`src/rtl/mapu_nxn_pkg.sv`:
```
// mapu_nxn_pkg: operation/state encodings and element-range helpers for the N x N matrix unit.
package mapu_nxn_pkg;

    typedef enum logic [1:0] {
        OP_ADD       = 2'b00,
        OP_SUB       = 2'b01,
        OP_MULT      = 2'b10,
        OP_TRANSPOSE = 2'b11
    } op_e;

    typedef enum logic [2:0] {
        ST_IDLE,
        ST_LOAD_A,
        ST_LOAD_B,
        ST_COMPUTE,
        ST_OUTPUT
    } state_e;

    function automatic int acc_width(input int dw, input int n);
        return 2 * dw + $clog2(n);
    endfunction

    function automatic logic signed [63:0] elem_max(input int dw);
        return (64'sd1 <<< (dw - 1)) - 64'sd1;
    endfunction

    function automatic logic is_of(input logic signed [63:0] v, input int dw);
        return (v > elem_max(dw)) || (v < -elem_max(dw) - 64'sd1);
    endfunction

    function automatic logic signed [63:0] clamp(input logic signed [63:0] v, input int dw);
        if (v > elem_max(dw))
            return elem_max(dw);
        else if (v < -elem_max(dw) - 64'sd1)
            return -elem_max(dw) - 64'sd1;
        else
            return v;
    endfunction

endpackage

```
`src/rtl/mapu_nxn_dot.sv`:
```
// mapu_nxn_dot: full-precision signed dot product of one row of A with one column of B.
module mapu_nxn_dot
    import mapu_nxn_pkg::*;
#(
    parameter int DATA_WIDTH = 8,
    parameter int N          = 3
) (
    input  logic [N*DATA_WIDTH-1:0]                   a,
    input  logic [N*DATA_WIDTH-1:0]                   b,
    output logic signed [acc_width(DATA_WIDTH, N)-1:0] dot
);
    localparam int ACC_W = acc_width(DATA_WIDTH, N);

    logic signed [2*DATA_WIDTH-1:0] pa, pb, prod;

    // Operands are widened first so the product is evaluated at full width.
    always_comb begin
        dot  = '0;
        pa   = '0;
        pb   = '0;
        prod = '0;
        for (int k = 0; k < N; k++) begin
            pa   = (2*DATA_WIDTH)'(signed'(a[k*DATA_WIDTH +: DATA_WIDTH]));
            pb   = (2*DATA_WIDTH)'(signed'(b[k*DATA_WIDTH +: DATA_WIDTH]));
            prod = pa * pb;
            dot  = dot + ACC_W'(prod);
        end
    end

endmodule

```
`src/rtl/mapu_nxn.sv`:
```
// mapu_nxn: N x N signed matrix ADD/SUB/MULT/TRANSPOSE unit with valid/ready in and out.
// Define MAPU_NXN_SATURATE_EN to clamp overflowing elements instead of wrapping.
//
// state      | meaning
// IDLE       | block disabled, nothing pending
// LOAD_A     | waiting for operand A and the operation
// LOAD_B     | waiting for operand B (not visited for TRANSPOSE)
// COMPUTE    | result built into staging, one row per cycle for MULT
// OUTPUT     | result presented until accepted
module mapu_nxn
    import mapu_nxn_pkg::*;
#(
    parameter int DATA_WIDTH = 8,
    parameter int N          = 3
) (
    input  logic                      clk,
    input  logic                      reset,
    input  logic                      i_en,
    input  logic [1:0]                i_op,
    input  logic                      i_vld,
    output logic                      o_rdy,
    input  logic [N*N*DATA_WIDTH-1:0] i_mat,
    output logic                      o_vld,
    input  logic                      i_rdy,
    output logic [N*N*DATA_WIDTH-1:0] o_mat,
    output logic                      o_of
);
    localparam int EW    = DATA_WIDTH;
    localparam int MW    = N * N * DATA_WIDTH;
    localparam int ACC_W = acc_width(DATA_WIDTH, N);
    localparam int CW    = $clog2(N + 1);

    state_e                  state, state_nx;
    op_e                     op_q;
    logic [MW-1:0]           a_q, b_q, stage_q, comp_mat;
    logic                    stage_of_q, comp_of, elem_of;
    logic [CW-1:0]           cnt_q, last_cnt;
    logic [N*EW-1:0]         a_row;
    logic [N*ACC_W-1:0]      dots;
    logic signed [EW-1:0]    ea, eb;
    logic signed [63:0]      full;

    // One extra COMPUTE cycle after the last staging write moves staging to the output.
    assign last_cnt = (op_q == OP_MULT) ? CW'(N) : CW'(1);

    always_comb begin
        a_row = '0;
        for (int k = 0; k < N; k++)
            if (int'(cnt_q) < N)
                a_row[k*EW +: EW] = a_q[(int'(cnt_q)*N + k)*EW +: EW];
    end

    for (genvar c = 0; c < N; c++) begin : g_dot
        logic [N*EW-1:0] b_col;
        for (genvar k = 0; k < N; k++) begin : g_col
            assign b_col[k*EW +: EW] = b_q[(k*N + c)*EW +: EW];
        end
        mapu_nxn_dot #(.DATA_WIDTH(DATA_WIDTH), .N(N)) u_dot (
            .a   (a_row),
            .b   (b_col),
            .dot (dots[c*ACC_W +: ACC_W])
        );
    end

    always_comb begin
        comp_mat = stage_q;
        comp_of  = (op_q == OP_MULT) ? stage_of_q : 1'b0;
        ea       = '0;
        eb       = '0;
        full     = '0;
        elem_of  = 1'b0;
        for (int r = 0; r < N; r++) begin
            for (int c = 0; c < N; c++) begin
                ea = a_q[(r*N + c)*EW +: EW];
                eb = b_q[(r*N + c)*EW +: EW];
                case (op_q)
                    OP_ADD:  full = 64'(ea) + 64'(eb);
                    OP_SUB:  full = 64'(ea) - 64'(eb);
                    OP_MULT: full = 64'(signed'(dots[c*ACC_W +: ACC_W]));
                    default: full = 64'(signed'(a_q[(c*N + r)*EW +: EW]));
                endcase
                elem_of = is_of(full, EW);
                if (op_q != OP_MULT || r == int'(cnt_q)) begin
`ifdef MAPU_NXN_SATURATE_EN
                    comp_mat[(r*N + c)*EW +: EW] = EW'(clamp(full, EW));
`else
                    comp_mat[(r*N + c)*EW +: EW] = EW'(full);
`endif
                    comp_of = comp_of | elem_of;
                end
            end
        end
    end

    always_ff @(posedge clk or posedge reset) begin
        if (reset)
            state <= ST_IDLE;
        else
            state <= state_nx;
    end

    always_comb begin
        state_nx = state;
        o_rdy    = i_en && (state == ST_LOAD_A || state == ST_LOAD_B);
        o_vld    = (state == ST_OUTPUT);
        if (!i_en) begin
            state_nx = ST_IDLE;
        end else begin
            case (state)
                ST_IDLE:    state_nx = ST_LOAD_A;
                ST_LOAD_A:  if (i_vld) state_nx = (op_e'(i_op) == OP_TRANSPOSE) ? ST_COMPUTE : ST_LOAD_B;
                ST_LOAD_B:  if (i_vld) state_nx = ST_COMPUTE;
                ST_COMPUTE: if (cnt_q == last_cnt) state_nx = ST_OUTPUT;
                ST_OUTPUT:  if (i_rdy) state_nx = ST_LOAD_A;
                default:    state_nx = ST_IDLE;
            endcase
        end
    end

    always_ff @(posedge clk or posedge reset) begin
        if (reset) begin
            op_q       <= OP_ADD;
            a_q        <= '0;
            b_q        <= '0;
            stage_q    <= '0;
            stage_of_q <= 1'b0;
            cnt_q      <= '0;
            o_mat      <= '0;
            o_of       <= 1'b0;
        end else if (!i_en) begin
            stage_of_q <= 1'b0;
            cnt_q      <= '0;
            o_mat      <= '0;
            o_of       <= 1'b0;
        end else begin
            case (state)
                ST_LOAD_A: if (i_vld) begin
                    a_q        <= i_mat;
                    op_q       <= op_e'(i_op);
                    cnt_q      <= '0;
                    stage_of_q <= 1'b0;
                end
                ST_LOAD_B: if (i_vld) b_q <= i_mat;
                ST_COMPUTE: begin
                    if (cnt_q != last_cnt) begin
                        stage_q    <= comp_mat;
                        stage_of_q <= comp_of;
                        cnt_q      <= cnt_q + 1'b1;
                    end else begin
                        o_mat <= stage_q;
                        o_of  <= stage_of_q;
                    end
                end
                default: ;
            endcase
        end
    end

endmodule

```
`config.mk`:
```
export PLATFORM = sky130hd
export DESIGN_NAME = mapu_nxn
export DESIGN_NICKNAME = d
export VERILOG_FILES = /design/src/rtl/mapu_nxn_pkg.sv /design/src/rtl/mapu_nxn_dot.sv /design/src/rtl/mapu_nxn.sv
export SDC_FILE = /design/constraint.sdc
export NUM_CORES = 2
export LEC_CHECK = 0
export ABC_CLOCK_PERIOD_IN_PS = 15900
export CAP_MARGIN = 25
export CELL_PAD_IN_SITES_DETAIL_PLACEMENT = 1
export CELL_PAD_IN_SITES_GLOBAL_PLACEMENT = 1
export CORE_MARGIN = 1
export CORE_UTILIZATION = 30
export DETAILED_ROUTE_END_ITERATION = 6
export GPL_ROUTABILITY_DRIVEN = 0
export PLACE_DENSITY = 0.58
export REMOVE_ABC_BUFFERS = 1
export SLEW_MARGIN = 20
export SYNTH_ARGS = -nofsm -noshare
export SYNTH_HDL_FRONTEND = slang
export SYNTH_HIERARCHICAL = 1
export SYNTH_SLANG_ARGS = --single-unit
```
`constraint.sdc`:
```
create_clock -name clk -period 15.9 [get_ports clk]
set_clock_uncertainty 0.1 [all_clocks]
set_input_delay 4.77 -clock clk [delete_from_list [all_inputs] [get_ports clk]]
set_output_delay 4.77 -clock clk [all_outputs]
set_load 0.01 [all_outputs]
```
==> flow_summary.yaml <==
detailed_routing:
  drtIter0Drc: 2063
  drc: 0
  antenna_left: 0
  dr.pass1.iters: 5
  vias: 32920
  routed_wl_um: 151000
  drt-wirelength-per-cell_um: 22.50
  drt-vias-per-instance: 4.906
worst_setup_path:
  crit_type: "input pin to output pin"
  critPathArrivalTime_ns: 6.27
  cp_max_fo: 7
  cp.required_ns: 11.03
  startpoint_type: "input pin"
  rr_worst_depth: 32
  cp-end-kind: "output pin"
yosys:
  yosys-top-cells-area: "fa_1 (33%), dfrtp_1 (17%), ha_1 (10%)"
  yosysTopAreaCellShare_pct: 32.71
  synth_area_leader_cell: "fa_1"
  synth_edf_count: 0
  yosysWarningCount: 6
  synthFlopType: "dfrtp_1"
  synthCells: 4643
  yosysMostFrequentCell: "inv_1"
  syn_area_per_cell_um2: 9.491
  async_reset_ff_share_pct: 100.0
  synth_cell_type_count: 94
  netlist_area_um2: 44060
  yosysSeqAreaShare_pct: 16.87
  synth.ff_latch_count: 297
  synth_common_cells: "inv_1 (958), fa_1 (720), nand2_1 (430)"
floorplan:
  die_height_um: 385.3
  dieArea_um2: 148400
  start_util_pct: 30.24
  pin_count: 154
  coreArea_um2: 145700
  fp-row-count: 140
  die_w_um: 385.3
sta:
  worst_pin_slew_ns: 1.098
  fin_crit_sh_pct: 70.07
  min_period_ns: 11.14
  tns_ns: 0
  max_freq_ghz: 0.08976
  rsz0062_at_grt: "no"
  setup_viol: 0
  hold_violations: 0
  maxSlewViolCount: 0
  maxSlewHeadroom_pct: 26.63
cts:
  h-tree-depth: 2
  cts_root_buf: "clkbuf_16"
  cts_resized: 0
  post_cts_buffers: 0
  cts.sinks: 297
  clockBufferDepth: 3
  cts_tree: "done"
  postCtsHoldBufs: 0
  path_clk_slew_ns: 0.06
  worst_skew_pair.late_latency_ns: 0.61
  cts_buffers: 40
min_path:
  hp-class: "register to register"
  whs_path_depth: 2
placement:
  dp.final_hpwl_um: 120900
  place.port_buffers: 153
global_routing:
  grt_pass1_wl_um: 231800
  first_global_vias: 35940
  antenna_found_initial: 10
  grt_max_degree: 140
  grt_overflow: 0
  track_usage_pct: 20.90
layout:
  drive_above_1_share_pct: 6.412
  nFillCells: 16840
  nNetsFinal: 5923
  syn_to_final_growth_pct: 12.05
flow_run:
  drv_cap: 0
status:
  outcome: "finished clean"
-- per-layer routing --
layer	wire, µm	GRT usage (%)	vias up	part of all wire (%)
met3	7375	2.678	118	4.9
li1	-	-	14860	-
met2	69520	33.60	677	46
met4	3060	4.099	0	2.0
met1	71050	30.05	17270	47
met5	0	0	-	0
-- final cells by class --
cell class              instances  area (µm²)  area share [%]
diodes                          5       12.51         0.02534
clock buffers                  55        1129           2.286
clock inverters                19       230.2          0.4663
inverters                     969        3645           7.382
multi-input cells            3244       32580           65.98
flip-flops and latches        297        7441           15.07
well taps                    1917        2399           4.858
repair buffers                204        1939           3.928
-- stage by stage --
step                hold WS (ns)  utilization, %  instances  area, µm²  setup slack [ns]
global placement          0.3680           32.93       6631      48000             4.781
CTS                       0.3901           33.87       6705      49360             4.769
global route              0.4081           33.87       6705      49360             4.697
floorplan                 0.3441               -       4510      43510             2.826
finish                    0.3837           33.88       6710      49370             4.759
detailed placement        0.3769           32.94       6631      48000             4.778
-- placed cells by master (no fill, tap or decap), drive strengths merged, types with 11 or more instances in the layout --
cell type / instances
dfrtp: 297
clkdlybuf4s50: 153
nor2: 186
nor4: 12
a21oi: 172
or3: 12
a211oi: 17
nand2: 431
inv: 969
o31ai: 29
nand2b: 41
o21ai: 241
mux2: 99
and2: 300
nor3: 42
clkinv: 11
mux4: 22
ha: 368
or2: 11
fa: 720
xnor2: 98
a31oi: 21
o21a: 29
mux2i: 31
buf: 51
nand3: 29
xor2: 28
o21bai: 18
a21o: 31
nor2b: 49
a22o: 74
clkbuf: 55
-- cells by family (layout without fill, tap and decap cells) --
group | Yosys count | after routing | synth area share, %
simple gates | 1161 | 1161 | 12.99
other cells | 0 | 5 | 0
mux | 152 | 152 | 4.359
xor+xnor | 126 | 126 | 2.504
buf+inv | 1102 | 1247 | 9.518
flops | 297 | 297 | 16.87
compound gates | 717 | 717 | 10.60
fa+ha+maj | 1088 | 1088 | 43.16
-- flip-flops by register name, summed over array words and instances (netlist names) --
name	cells
state	3
stage_q	72
a_q	72
stage_of_q	1
b_q	72
op_q	2
cnt_q	2
o_of	1
o_mat	72
-- critical path: stages --
cell	delay (ns)
clkdlybuf4s50_1	0.60
nor2b_1	0.21
nand2_1	0.10
inv_1	0.07
clkdlybuf4s50_1	0.53
-- path summary, 6_finish.rpt --
path	start	endpoint	slack, ns
max	i_en	o_rdy	4.76
min	stage_q[8]	stage_q[8]	0.38
max reg2reg	cnt_q[0]	stage_of_q	5.23
min reg2reg	stage_q[8]	stage_q[8]	0.38
max in group asynchronous	reset	stage_q[33]	9.73
min in group asynchronous	reset	o_mat[6]	4.59
Power is not shown: default switching activity piles up to over one toggle a cycle in this logic, so the estimate is an artifact.
